[config.mk]
export PLATFORM = sky130hd
export DESIGN_NAME = axi_fetch_prefetch
export DESIGN_NICKNAME = d
export VERILOG_FILES = /design/src/rtl/fetch_pkg.sv /design/src/rtl/fetch_beat_fifo.sv /design/src/rtl/axi_fetch_prefetch.sv
export SDC_FILE = /design/constraint.sdc
export NUM_CORES = 2
export LEC_CHECK = 0
export BUFFER_PORTS_ARGS = -buffer_cell sky130_fd_sc_hd__clkbuf_2
export CELL_PAD_IN_SITES_DETAIL_PLACEMENT = 1
export CELL_PAD_IN_SITES_GLOBAL_PLACEMENT = 2
export CORE_MARGIN = 8
export CORE_UTILIZATION = 51
export CTS_CLUSTER_SIZE = 16
export DETAILED_ROUTE_END_ITERATION = 16
export GPL_TIMING_DRIVEN = 0
export HOLD_SLACK_MARGIN = 0.08
export PLACE_DENSITY_LB_ADDON = 0.1
export SLEW_MARGIN = 30
export SYNTH_ARGS = -nofsm -noshare
export SYNTH_HDL_FRONTEND = slang
export SYNTH_SLANG_ARGS = --single-unit
[constraint.sdc]
create_clock -name clk -period 28.4 [get_ports clk]
set_input_delay 2.84 -clock clk [delete_from_list [all_inputs] [get_ports clk]]
set_output_delay 2.84 -clock clk [all_outputs]
set_load 0.02 [all_outputs]
[src/rtl/fetch_pkg.sv]
// Shared types and constants for the instruction-fetch front end.
package fetch_pkg;

  // Widths of the buffered beat record; the fetch parameters must fit inside them.
  localparam int FETCH_MAX_DATA_WIDTH = 64;
  localparam int FETCH_MAX_ADDR_WIDTH = 64;
  localparam int FETCH_SLOT_WIDTH     = 4;

  typedef enum logic [1:0] {
    IDLE,
    REQ,
    BURST,
    DRAIN
  } fetch_state_t;

  typedef struct packed {
    logic [FETCH_MAX_DATA_WIDTH-1:0] data;
    logic [FETCH_MAX_ADDR_WIDTH-1:0] addr;
    logic [FETCH_SLOT_WIDTH-1:0]     start_slot;
  } fetch_beat_t;

  localparam logic [1:0] BURST_INCR  = 2'b01;
  localparam logic [1:0] RESP_OKAY   = 2'b00;
  localparam logic [3:0] ARCACHE_DEF = 4'b0011;
  localparam logic [2:0] ARPROT_INSN = 3'b100;

  function automatic int slots_per_beat(input int data_width, input int insn_width);
    return data_width / insn_width;
  endfunction

  function automatic int burst_bytes(input int beats, input int data_width);
    return beats * data_width / 8;
  endfunction

endpackage

[src/rtl/fetch_beat_fifo.sv]
// Prefetch FIFO of fetch beats; head is visible combinationally so the
// output stage can slice instructions out of it without an extra cycle.
module fetch_beat_fifo
  import fetch_pkg::*;
#(
  parameter int DEPTH = 16
) (
  input  logic                     clk,
  input  logic                     reset,
  input  logic                     push,
  input  fetch_beat_t              push_beat,
  input  logic                     pop,
  input  logic                     flush,
  output fetch_beat_t              head,
  output logic                     empty,
  output logic [$clog2(DEPTH):0]   free_count
);

  localparam int AW = $clog2(DEPTH);

  fetch_beat_t mem [DEPTH];
  logic [AW:0] wr_ptr_reg;
  logic [AW:0] rd_ptr_reg;
  logic [AW:0] used;

  // The extra pointer bit tells full from empty.
  assign used       = wr_ptr_reg - rd_ptr_reg;
  assign empty      = (used == '0);
  assign free_count = (AW + 1)'(DEPTH) - used;
  assign head       = mem[rd_ptr_reg[AW-1:0]];

  // Beat storage; a flush discards the write of that cycle.
  always_ff @(posedge clk) begin
    if (push && !flush) begin
      mem[wr_ptr_reg[AW-1:0]] <= push_beat;
    end
  end

  // Pointer update: push and pop in the same cycle are both honoured.
  always_ff @(posedge clk) begin
    if (reset || flush) begin
      wr_ptr_reg <= '0;
      rd_ptr_reg <= '0;
    end else begin
      if (push) begin
        wr_ptr_reg <= wr_ptr_reg + 1'b1;
      end
      if (pop && !empty) begin
        rd_ptr_reg <= rd_ptr_reg + 1'b1;
      end
    end
  end

endmodule

[src/rtl/axi_fetch_prefetch.sv]
// Instruction-fetch front end: issues aligned AXI4 INCR bursts, buffers beats,
// and hands out one instruction per cycle with its PC.
module axi_fetch_prefetch
  import fetch_pkg::*;
#(
  parameter int ADDR_WIDTH  = 64,
  parameter int DATA_WIDTH  = 64,
  parameter int ID_WIDTH    = 13,
  parameter int INSN_WIDTH  = 32,
  parameter int BURST_BEATS = 8,
  parameter int FIFO_BEATS  = 16
) (
  input  logic                  clk,
  input  logic                  reset,
  input  logic [ADDR_WIDTH-1:0] entry,
  input  logic                  redirect_valid,
  input  logic [ADDR_WIDTH-1:0] redirect_pc,
  output logic                  insn_valid,
  input  logic                  insn_ready,
  output logic [INSN_WIDTH-1:0] insn_data,
  output logic [ADDR_WIDTH-1:0] insn_pc,
  output logic                  fetch_error,
  output logic [ID_WIDTH-1:0]   m_axi_arid,
  output logic [ADDR_WIDTH-1:0] m_axi_araddr,
  output logic [7:0]            m_axi_arlen,
  output logic [2:0]            m_axi_arsize,
  output logic [1:0]            m_axi_arburst,
  output logic                  m_axi_arlock,
  output logic [3:0]            m_axi_arcache,
  output logic [2:0]            m_axi_arprot,
  output logic                  m_axi_arvalid,
  input  logic                  m_axi_arready,
  input  logic [ID_WIDTH-1:0]   m_axi_rid,
  input  logic [DATA_WIDTH-1:0] m_axi_rdata,
  input  logic [1:0]            m_axi_rresp,
  input  logic                  m_axi_rlast,
  input  logic                  m_axi_rvalid,
  output logic                  m_axi_rready
);

  localparam int SLOTS      = slots_per_beat(DATA_WIDTH, INSN_WIDTH);
  localparam int BBYTES     = burst_bytes(BURST_BEATS, DATA_WIDTH);
  localparam int DATA_BYTES = DATA_WIDTH / 8;
  localparam int INSN_BYTES = INSN_WIDTH / 8;
  localparam int INSN_OFF   = $clog2(INSN_BYTES);
  localparam int FREE_W     = $clog2(FIFO_BEATS) + 1;
  localparam logic [ADDR_WIDTH-1:0] BURST_MASK = ~(ADDR_WIDTH'(BBYTES - 1));
  localparam logic [ADDR_WIDTH-1:0] BEAT_MASK  = ~(ADDR_WIDTH'(DATA_BYTES - 1));
  localparam logic [FETCH_SLOT_WIDTH-1:0] SLOT_LAST = FETCH_SLOT_WIDTH'(SLOTS - 1);

  function automatic logic [FETCH_SLOT_WIDTH-1:0] pc_slot(input logic [ADDR_WIDTH-1:0] pc);
    return FETCH_SLOT_WIDTH'((pc >> INSN_OFF) & ADDR_WIDTH'(SLOTS - 1));
  endfunction

  fetch_state_t                  state_reg, state_next;
  logic [ADDR_WIDTH-1:0]         fetch_pc_reg, fetch_pc_next;
  logic                          fetch_error_reg, fetch_error_next;
  logic [ADDR_WIDTH-1:0]         ar_addr_reg, ar_addr_next;
  logic [ADDR_WIDTH-1:0]         ar_beat_reg, ar_beat_next;
  logic [FETCH_SLOT_WIDTH-1:0]   ar_slot_reg, ar_slot_next;
  logic                          drain_pend_reg, drain_pend_next;
  logic [ADDR_WIDTH-1:0]         beat_addr_reg, beat_addr_next;
  logic [FETCH_SLOT_WIDTH-1:0]   slot_reg;
  logic                          slot_live_reg;

  logic                          fifo_push;
  fetch_beat_t                   push_beat;
  logic                          fifo_pop;
  fetch_beat_t                   head;
  logic                          fifo_empty;
  logic [FREE_W-1:0]             free_count;
  logic [FREE_W-1:0]             free_eff;
  logic [ADDR_WIDTH-1:0]         pc_eff;
  logic                          err_eff;
  logic                          r_hs;
  logic [FETCH_SLOT_WIDTH-1:0]   cur_slot;
  logic                          insn_fire;
  logic [DATA_WIDTH-1:0]         head_shifted;
  logic                          unused_rid;

  // IDs are constant zero on this port, so the returned ID carries no information.
  assign unused_rid = ^m_axi_rid;

  fetch_beat_fifo #(
    .DEPTH (FIFO_BEATS)
  ) u_fifo (
    .clk        (clk),
    .reset      (reset),
    .push       (fifo_push),
    .push_beat  (push_beat),
    .pop        (fifo_pop),
    .flush      (redirect_valid),
    .head       (head),
    .empty      (fifo_empty),
    .free_count (free_count)
  );

  assign r_hs     = m_axi_rvalid && m_axi_rready;
  // A redirect takes effect in the same cycle, so decisions see the post-redirect view.
  assign pc_eff   = redirect_valid ? redirect_pc : fetch_pc_reg;
  assign err_eff  = redirect_valid ? 1'b0 : fetch_error_reg;
  assign free_eff = redirect_valid ? FREE_W'(FIFO_BEATS) : free_count;

  // Fetch state register and per-burst bookkeeping.
  always_ff @(posedge clk) begin
    if (reset) begin
      state_reg       <= IDLE;
      fetch_pc_reg    <= entry;
      fetch_error_reg <= 1'b0;
      ar_addr_reg     <= '0;
      ar_beat_reg     <= '0;
      ar_slot_reg     <= '0;
      drain_pend_reg  <= 1'b0;
      beat_addr_reg   <= '0;
    end else begin
      state_reg       <= state_next;
      fetch_pc_reg    <= fetch_pc_next;
      fetch_error_reg <= fetch_error_next;
      ar_addr_reg     <= ar_addr_next;
      ar_beat_reg     <= ar_beat_next;
      ar_slot_reg     <= ar_slot_next;
      drain_pend_reg  <= drain_pend_next;
      beat_addr_reg   <= beat_addr_next;
    end
  end

  // Next-state, FIFO push and redirect/error handling.
  always_comb begin
    state_next       = state_reg;
    fetch_pc_next    = fetch_pc_reg;
    fetch_error_next = fetch_error_reg;
    ar_addr_next     = ar_addr_reg;
    ar_beat_next     = ar_beat_reg;
    ar_slot_next     = ar_slot_reg;
    drain_pend_next  = drain_pend_reg;
    beat_addr_next   = beat_addr_reg;
    fifo_push        = 1'b0;
    push_beat        = '0;
    push_beat.data[DATA_WIDTH-1:0] = m_axi_rdata;
    push_beat.addr[ADDR_WIDTH-1:0] = beat_addr_reg;
    // Only the beat holding the fetch PC starts mid-beat; earlier slots are skipped.
    push_beat.start_slot = (beat_addr_reg == ar_beat_reg) ? ar_slot_reg : '0;

    case (state_reg)
      IDLE: begin
        // Space for a whole burst is reserved up front so rready never stalls.
        if (free_eff >= FREE_W'(BURST_BEATS) && !err_eff) begin
          state_next   = REQ;
          ar_addr_next = pc_eff & BURST_MASK;
          ar_beat_next = pc_eff & BEAT_MASK;
          ar_slot_next = pc_slot(pc_eff);
        end
      end
      REQ: begin
        drain_pend_next = drain_pend_reg || redirect_valid;
        if (m_axi_arready) begin
          beat_addr_next  = ar_addr_reg;
          drain_pend_next = 1'b0;
          if (drain_pend_reg || redirect_valid) begin
            state_next = DRAIN;
          end else begin
            state_next    = BURST;
            fetch_pc_next = ar_addr_reg + ADDR_WIDTH'(BBYTES);
          end
        end
      end
      BURST: begin
        if (redirect_valid) begin
          state_next = (r_hs && m_axi_rlast) ? IDLE : DRAIN;
        end else if (r_hs) begin
          beat_addr_next = beat_addr_reg + ADDR_WIDTH'(DATA_BYTES);
          if (m_axi_rresp != RESP_OKAY) begin
            fetch_error_next = 1'b1;
          end else if (!fetch_error_reg && beat_addr_reg >= ar_beat_reg) begin
            fifo_push = 1'b1;
          end
          if (m_axi_rlast) begin
            state_next = IDLE;
          end
        end
      end
      DRAIN: begin
        if (r_hs && m_axi_rlast) begin
          state_next = IDLE;
        end
      end
      default: state_next = IDLE;
    endcase

    if (redirect_valid) begin
      fetch_pc_next    = redirect_pc;
      fetch_error_next = 1'b0;
    end
  end

  // Output slot tracking: a fresh head starts at its recorded start slot.
  assign cur_slot  = slot_live_reg ? slot_reg : head.start_slot;
  assign insn_fire = !fifo_empty && insn_ready && !redirect_valid;
  assign fifo_pop  = insn_fire && (cur_slot == SLOT_LAST);

  // Slot pointer advances per handshake and resets whenever the head beat changes.
  always_ff @(posedge clk) begin
    if (reset || redirect_valid) begin
      slot_reg      <= '0;
      slot_live_reg <= 1'b0;
    end else if (insn_fire) begin
      if (fifo_pop) begin
        slot_reg      <= '0;
        slot_live_reg <= 1'b0;
      end else begin
        slot_reg      <= cur_slot + 1'b1;
        slot_live_reg <= 1'b1;
      end
    end
  end

  assign head_shifted = head.data[DATA_WIDTH-1:0] >> (cur_slot * INSN_WIDTH);
  assign insn_valid   = !fifo_empty;
  assign insn_data    = head_shifted[INSN_WIDTH-1:0];
  assign insn_pc      = head.addr[ADDR_WIDTH-1:0] + (ADDR_WIDTH'(cur_slot) << INSN_OFF);
  assign fetch_error  = fetch_error_reg;

  assign m_axi_arid    = '0;
  assign m_axi_araddr  = ar_addr_reg;
  assign m_axi_arlen   = 8'(BURST_BEATS - 1);
  assign m_axi_arsize  = 3'($clog2(DATA_BYTES));
  assign m_axi_arburst = BURST_INCR;
  assign m_axi_arlock  = 1'b0;
  assign m_axi_arcache = ARCACHE_DEF;
  assign m_axi_arprot  = ARPROT_INSN;
  assign m_axi_arvalid = (state_reg == REQ);
  assign m_axi_rready  = (state_reg == BURST) || (state_reg == DRAIN);

endmodule

# Word level (Yosys, flattened, before mapping)
# Memories as Yosys holds them, arrays and structs flattened. A register that Yosys moved wholly into a read port is not among the register bits.
# Cells that the tools add are included.
dict set report classes {
  n_eq_ne 13
  n_shift 1
  muxes 35
  n_lt_le_gt_ge 2
  reduce_logical 28
  n_addsub 8
}
# op n
set ops {}
lappend ops {{two-way mux 64 bit} 9}
lappend ops {{case mux 64 bit (2 select lines)} 1}
lappend ops {{adder 64 x 4 -> 64 bit, second input constant} 1}
lappend ops {{adder 64 x 6 -> 64 bit} 1}
lappend ops {{adder 64 x 7 -> 64 bit, second input constant} 1}
lappend ops {{== test 64 bit} 1}
lappend ops {{>= comparator 64 bit} 1}
lappend ops {{right shift 64 x 9 -> 32 bit} 1}
lappend ops {{two-way mux 4 bit} 4}
lappend ops {{two-way mux 2 bit} 7}
lappend ops {{two-way mux 1 bit} 12}
lappend ops {{adder 5 x 1 -> 5 bit, second input constant} 2}
lappend ops {{logical AND 1 bit} 9}
lappend ops {{!= test 3 bit, second input constant} 3}
lappend ops {{!= test 2 bit, second input constant} 4}
lappend ops {{case mux 2 bit (4 select lines)} 1}
lappend ops {{AND reduction 3 bit} 2}
lappend ops {{nonzero test 3 bit} 2}
lappend ops {{>= comparator 5 x 4 -> 1 bit, second input constant} 1}
lappend ops {{logical NOT 5 bit} 1}
lappend ops {{two-way mux 5 bit} 1}
lappend ops {{AND reduction 5 bit} 1}
lappend ops {{subtractor 5 bit} 1}
lappend ops {{subtractor 5 bit, first input constant} 1}
lappend ops {{other kinds (12)} 19}
dict set report totals {
  wordCells 100
  memories 1
  out_inout_bits 198
  reg_bits 267
  input_bits 214
  ramBits 2064
}
# name depth width read_ports rd_clocked_by_memory_dff write_ports line
set mem_list {}
lappend mem_list {u_fifo.mem 16 129 1 1 1 fetch_beat_fifo.sv:21} ;# fetch_beat_t mem [DEPTH];

# Depth between registers and ports, before layout
dict set report depth {
  depth_word 10
  mapped_depth 25
  mapped_depth_nobuf 14
}

# Hierarchy
# A second synthesis with hierarchy kept.
dict set report hier_totals {
  cells_unflattened 5511
  area_unflattened_um2 95700.5
}
# module seq_area_each_um2 area_each_um2 cells_each instances
set by_module_without_submodules {}
lappend by_module_without_submodules {fetch_beat_fifo 63701.1 80353.3 3538 1}
lappend by_module_without_submodules {axi_fetch_prefetch 4504.3 15347.2 1973 1}

# Worst setup path after synthesis
# Ideal clock, no wire load.
dict set report synth_path {
  kind {in2reg}
  startpoint {in redirect_valid}
  endpoint {mem u_fifo.mem[15][0] (netlist name), enable pin}
  cell_stages 5
  required_time_ns 27.635
  arrival_ns 12.460
  path_slack_ns 15.174
  setup_time_ns 0.765
  path_buffers 2
  cell_sequence {clkbuf_1 > or2_2 > or3_1 > clkbuf_1 > nor3_1}
}
dict set report synth_via {
  elab_chain_cells 5
  elab_cells_between_ends 6
  classes_between {4 x mux; 2 x reduce/logical}
}
# item line
set synth_rtl {}
lappend synth_rtl {{start: declaration} axi_fetch_prefetch.sv:16} ;# input logic redirect_valid,
lappend synth_rtl {{two-way mux 1 bit} axi_fetch_prefetch.sv:168} ;# if (redirect_valid) begin
lappend synth_rtl {{two-way mux 1 bit} axi_fetch_prefetch.sv:144} ;# case (state_reg)
lappend synth_rtl {{logical AND 1 bit *} fetch_beat_fifo.sv:34} ;# if (push && !flush) begin
lappend synth_rtl {{two-way mux 1 bit *} fetch_beat_fifo.sv:34}
lappend synth_rtl {{two-way mux 1 bit (not written as such) *} fetch_beat_fifo.sv:35} ;# mem[wr_ptr_reg[AW-1:0]] <= push_beat;
lappend synth_rtl {{end: declaration} fetch_beat_fifo.sv:21}
# Every way passes the cells marked *; elsewhere a longest branch is shown, timed or not.

==> metrics.txt <==
CTS tree built; RD Place Congestion around 0.87; gr ovfl total 0; Fin Clk Skew approximately 26 ps; row count 155; post-route setup TNS 0 ps; Mean Syn Cell Area 18.60 µm²; Post-DP Area roughly 100000 µm²; Final period util 0.4780; I/O Pins a little over 400; Seq cells post-synth roughly 2200; effective utilization at floorplan 0.5142; largest net degree at the start of global routing 31; number of global-route vias before repair 54090; P&R area growth vs syn 15.66%; Setup crit start kind register; PortBufs roughly 350; CP max FO 10; Iter 0 DRT Violations approximately 5000; status finished clean; reg2reg setup slack approximately 22000 ps; Pins Over Slew Limit 0; CTS Buf Count 224; Hold Crit Class register to register; crit path time final 13570 ps; LEAKAGE ~36 nW; pwr/cell area 65.22 nW/µm²; Synth Flop Type edfxtp_1; post-route ant nets 0; Detailed Place HPWL between 150000 and 200000 µm; worst slew pin tran between 1000 and 1500 ps; fmax roughly 0.074 GHz; drt first pass iters 5; ys async rst share 0; max-cap violations 0; die area between 150000 and 200000 µm²; slew margin rel. 0.3131; required time of the critical path roughly 26000 ps; final wirelength about 280000 µm; design area roughly 110000 µm²; Placed Cells just under 8000; Remaining DRCs 0; vias per std cell ~6.2; Root Driver clkbuf_16; CTS Sinks 2224; yosys warns 0; hold buffer count at cts 0; RSZ-0062 raised after global routing no; Hold WS 486.1 ps; number of flops mapped to enable cells by yosys around 2100; Final Hold Fails 0; Seq/Total Area, Yosys 0.7113; Pwr Total between 6 and 7 mW; Non-Filler Instances between 8000 and 9000; CTS resizes 0; Critical Path Sink insn_pc[63]; post-CTS setup buffers 0; Worst Setup End Kind output pin; Largest register FFs 2016; Core Region about 180000 µm²; worst skew pair latency 880 ps; Yosys cell types 80; proportion of layout cells with a drive suffix above 1 0.2858; antenna violations before repair 20; drt wl/cell roughly 34 µm; Peak VDD IR between 0.05 and 0.06 mV; Die W roughly 440 µm; Clk pin slew, worst setup/hold paths around 60 ps; htree depth 4; Setup CP Type register to output pin; final setup vio count 0; Die Span Y approximately 440 µm; Nets just under 6000; Max Root-Sink Buffers 3; Cells after Synth just under 5000; Netlist Area Pre-Place slightly above 90000 µm²; first-pass GRT wire length between 300000 and 400000 µm; worst-case reg-to-reg path depth 16; vias about 50000; Total GRT Usage 0.2862; crit path DAT about 11000 ps; Worst Hold Depth 2
-- how the worst min path moves through the flow --
stage | start | to | slack [ps]
detailed placement | slot_reg[1] | slot_reg[1] | 480
global route | slot_reg[1] | slot_reg[1] | 530
global placement | slot_reg[1] | slot_reg[1] | 460
floorplan | slot_reg[1] | slot_reg[1] | 450
finish | slot_reg[1] | slot_reg[1] | 490
CTS | slot_reg[1] | slot_reg[1] | 490
-- cell usage after synthesis (54+ instances only) --
| library cell | number | area, µm² |
|---|---|---|
| buf_4 | 116 | 870.8 |
| nand3_1 | 70 | 350.3 |
| mux2i_1 | 137 | 1371 |
| o21ai_0 | 121 | 605.6 |
| buf_2 | 54 | 270.3 |
| nor2_1 | 278 | 1044 |
| xnor2_1 | 98 | 858.3 |
| a211oi_1 | 71 | 533.0 |
| mux4_2 | 576 | 12970 |
| inv_1 | 84 | 315.3 |
| nand2_1 | 215 | 807.0 |
| edfxtp_1 | 2078 | 62400 |
| dfxtp_1 | 146 | 2923 |
| clkbuf_1 | 132 | 495.5 |
| ha_1 | 79 | 988.5 |
| a21oi_1 | 149 | 745.7 |
-- where the power goes --
part,total (mW),internal [mW],switching (mW)
clock network,2.98,1.71,1.27
logic,0.263,0.0963,0.167
registers,3.68,3.61,0.0699
total,6.93,5.42,1.51
-- cells in the final DEF (no fill, tap or decap), types with 15 or more instances in the layout --
cell,netlist,layout
a211oi_1,71,71
a21o_1,34,34
a21oi_1,149,149
a22oi_1,29,29
a311oi_1,19,19
and2_1,21,21
and3_1,36,21
and3_4,0,15
buf_1,21,17
buf_12,8,34
buf_16,0,44
buf_2,54,59
buf_4,116,141
buf_6,22,25
bufinv_16,0,25
clkbuf_1,132,160
clkbuf_16,0,228
clkbuf_2,1,372
clkinv_1,1,48
clkinv_2,0,44
clkinvlp_4,0,15
conb_1,2,42
dfxtp_1,146,138
edfxtp_1,2078,2078
ha_1,79,79
inv_1,84,84
mux2_2,18,18
mux2i_1,137,137
mux4_2,576,576
nand2_1,215,215
nand2b_1,27,27
nand3_1,70,70
nand4_1,45,45
nor2_1,278,278
nor3_1,43,41
o21ai_0,121,120
o22ai_1,18,18
xnor2_1,98,98
xor2_1,27,27
-- cell type report --
cell class                 instances  area (µm²)
timing repair buffer             450        3715
inverter                          89       336.6
antenna                           10       25.02
sequential                      2224       65330
clock buffer                     279        5927
buffer                           358        2211
clock inverter                   144        1446
multi-input combinational       2306       24280
tap                             2355        2947
fill                           15680       72390
-- metrics by stage --
step / util / setup slack, ps
after floorplan: - / 15170
after detailed placement: 0.5532 / 15600
after CTS: 0.5945 / 14560
final: 0.5947 / 14830
after global routing: 0.5947 / 14590
after global placement: 0.5413 / 2351
-- metal layers --
metal	vias to the layer above	wire length [µm]	global-route usage
met5	-	82	0
met3	452	17910	0.04387
met4	12	10210	0.09797
li1	21290	-	-
met1	27250	108500	0.3661
met2	2121	143100	0.5018
-- worst max-delay path: stages, from the launching register on --
cell	delay [ps]
dfxtp_1	610
buf_2	330
buf_6	230
buf_6	250
buf_6	230
buf_6	260
buf_6	210
buf_2	370
buf_2	370
buf_2	460
buf_1	670
buf_2	430
mux4_2	370
a211oi_1	310
a21oi_1	200
ha_1	400
a21oi_1	120
o21bai_2	570
nand3_1	320
o32a_4	490
nor3_4	250
nand4_1	820
or3_1	680
nor3_2	190
xor2_1	360
clkbuf_2	250
-- kinds of logic (layout without fill, tap and decap cells) --
logic type | count (synthesis) | count (layout) | synth area share
compound gates | 499 | 499 | 0.03420
flops | 2224 | 2224 | 0.7113
fa+ha+maj | 80 | 80 | 0.01098
other cells | 2 | 52 | 0.00008177
buf+inv | 447 | 1320 | 0.02741
mux | 745 | 745 | 0.1620
xor+xnor | 126 | 126 | 0.01218
simple gates | 814 | 814 | 0.04188
No activity file was read; power rests on OpenSTA's default activity.
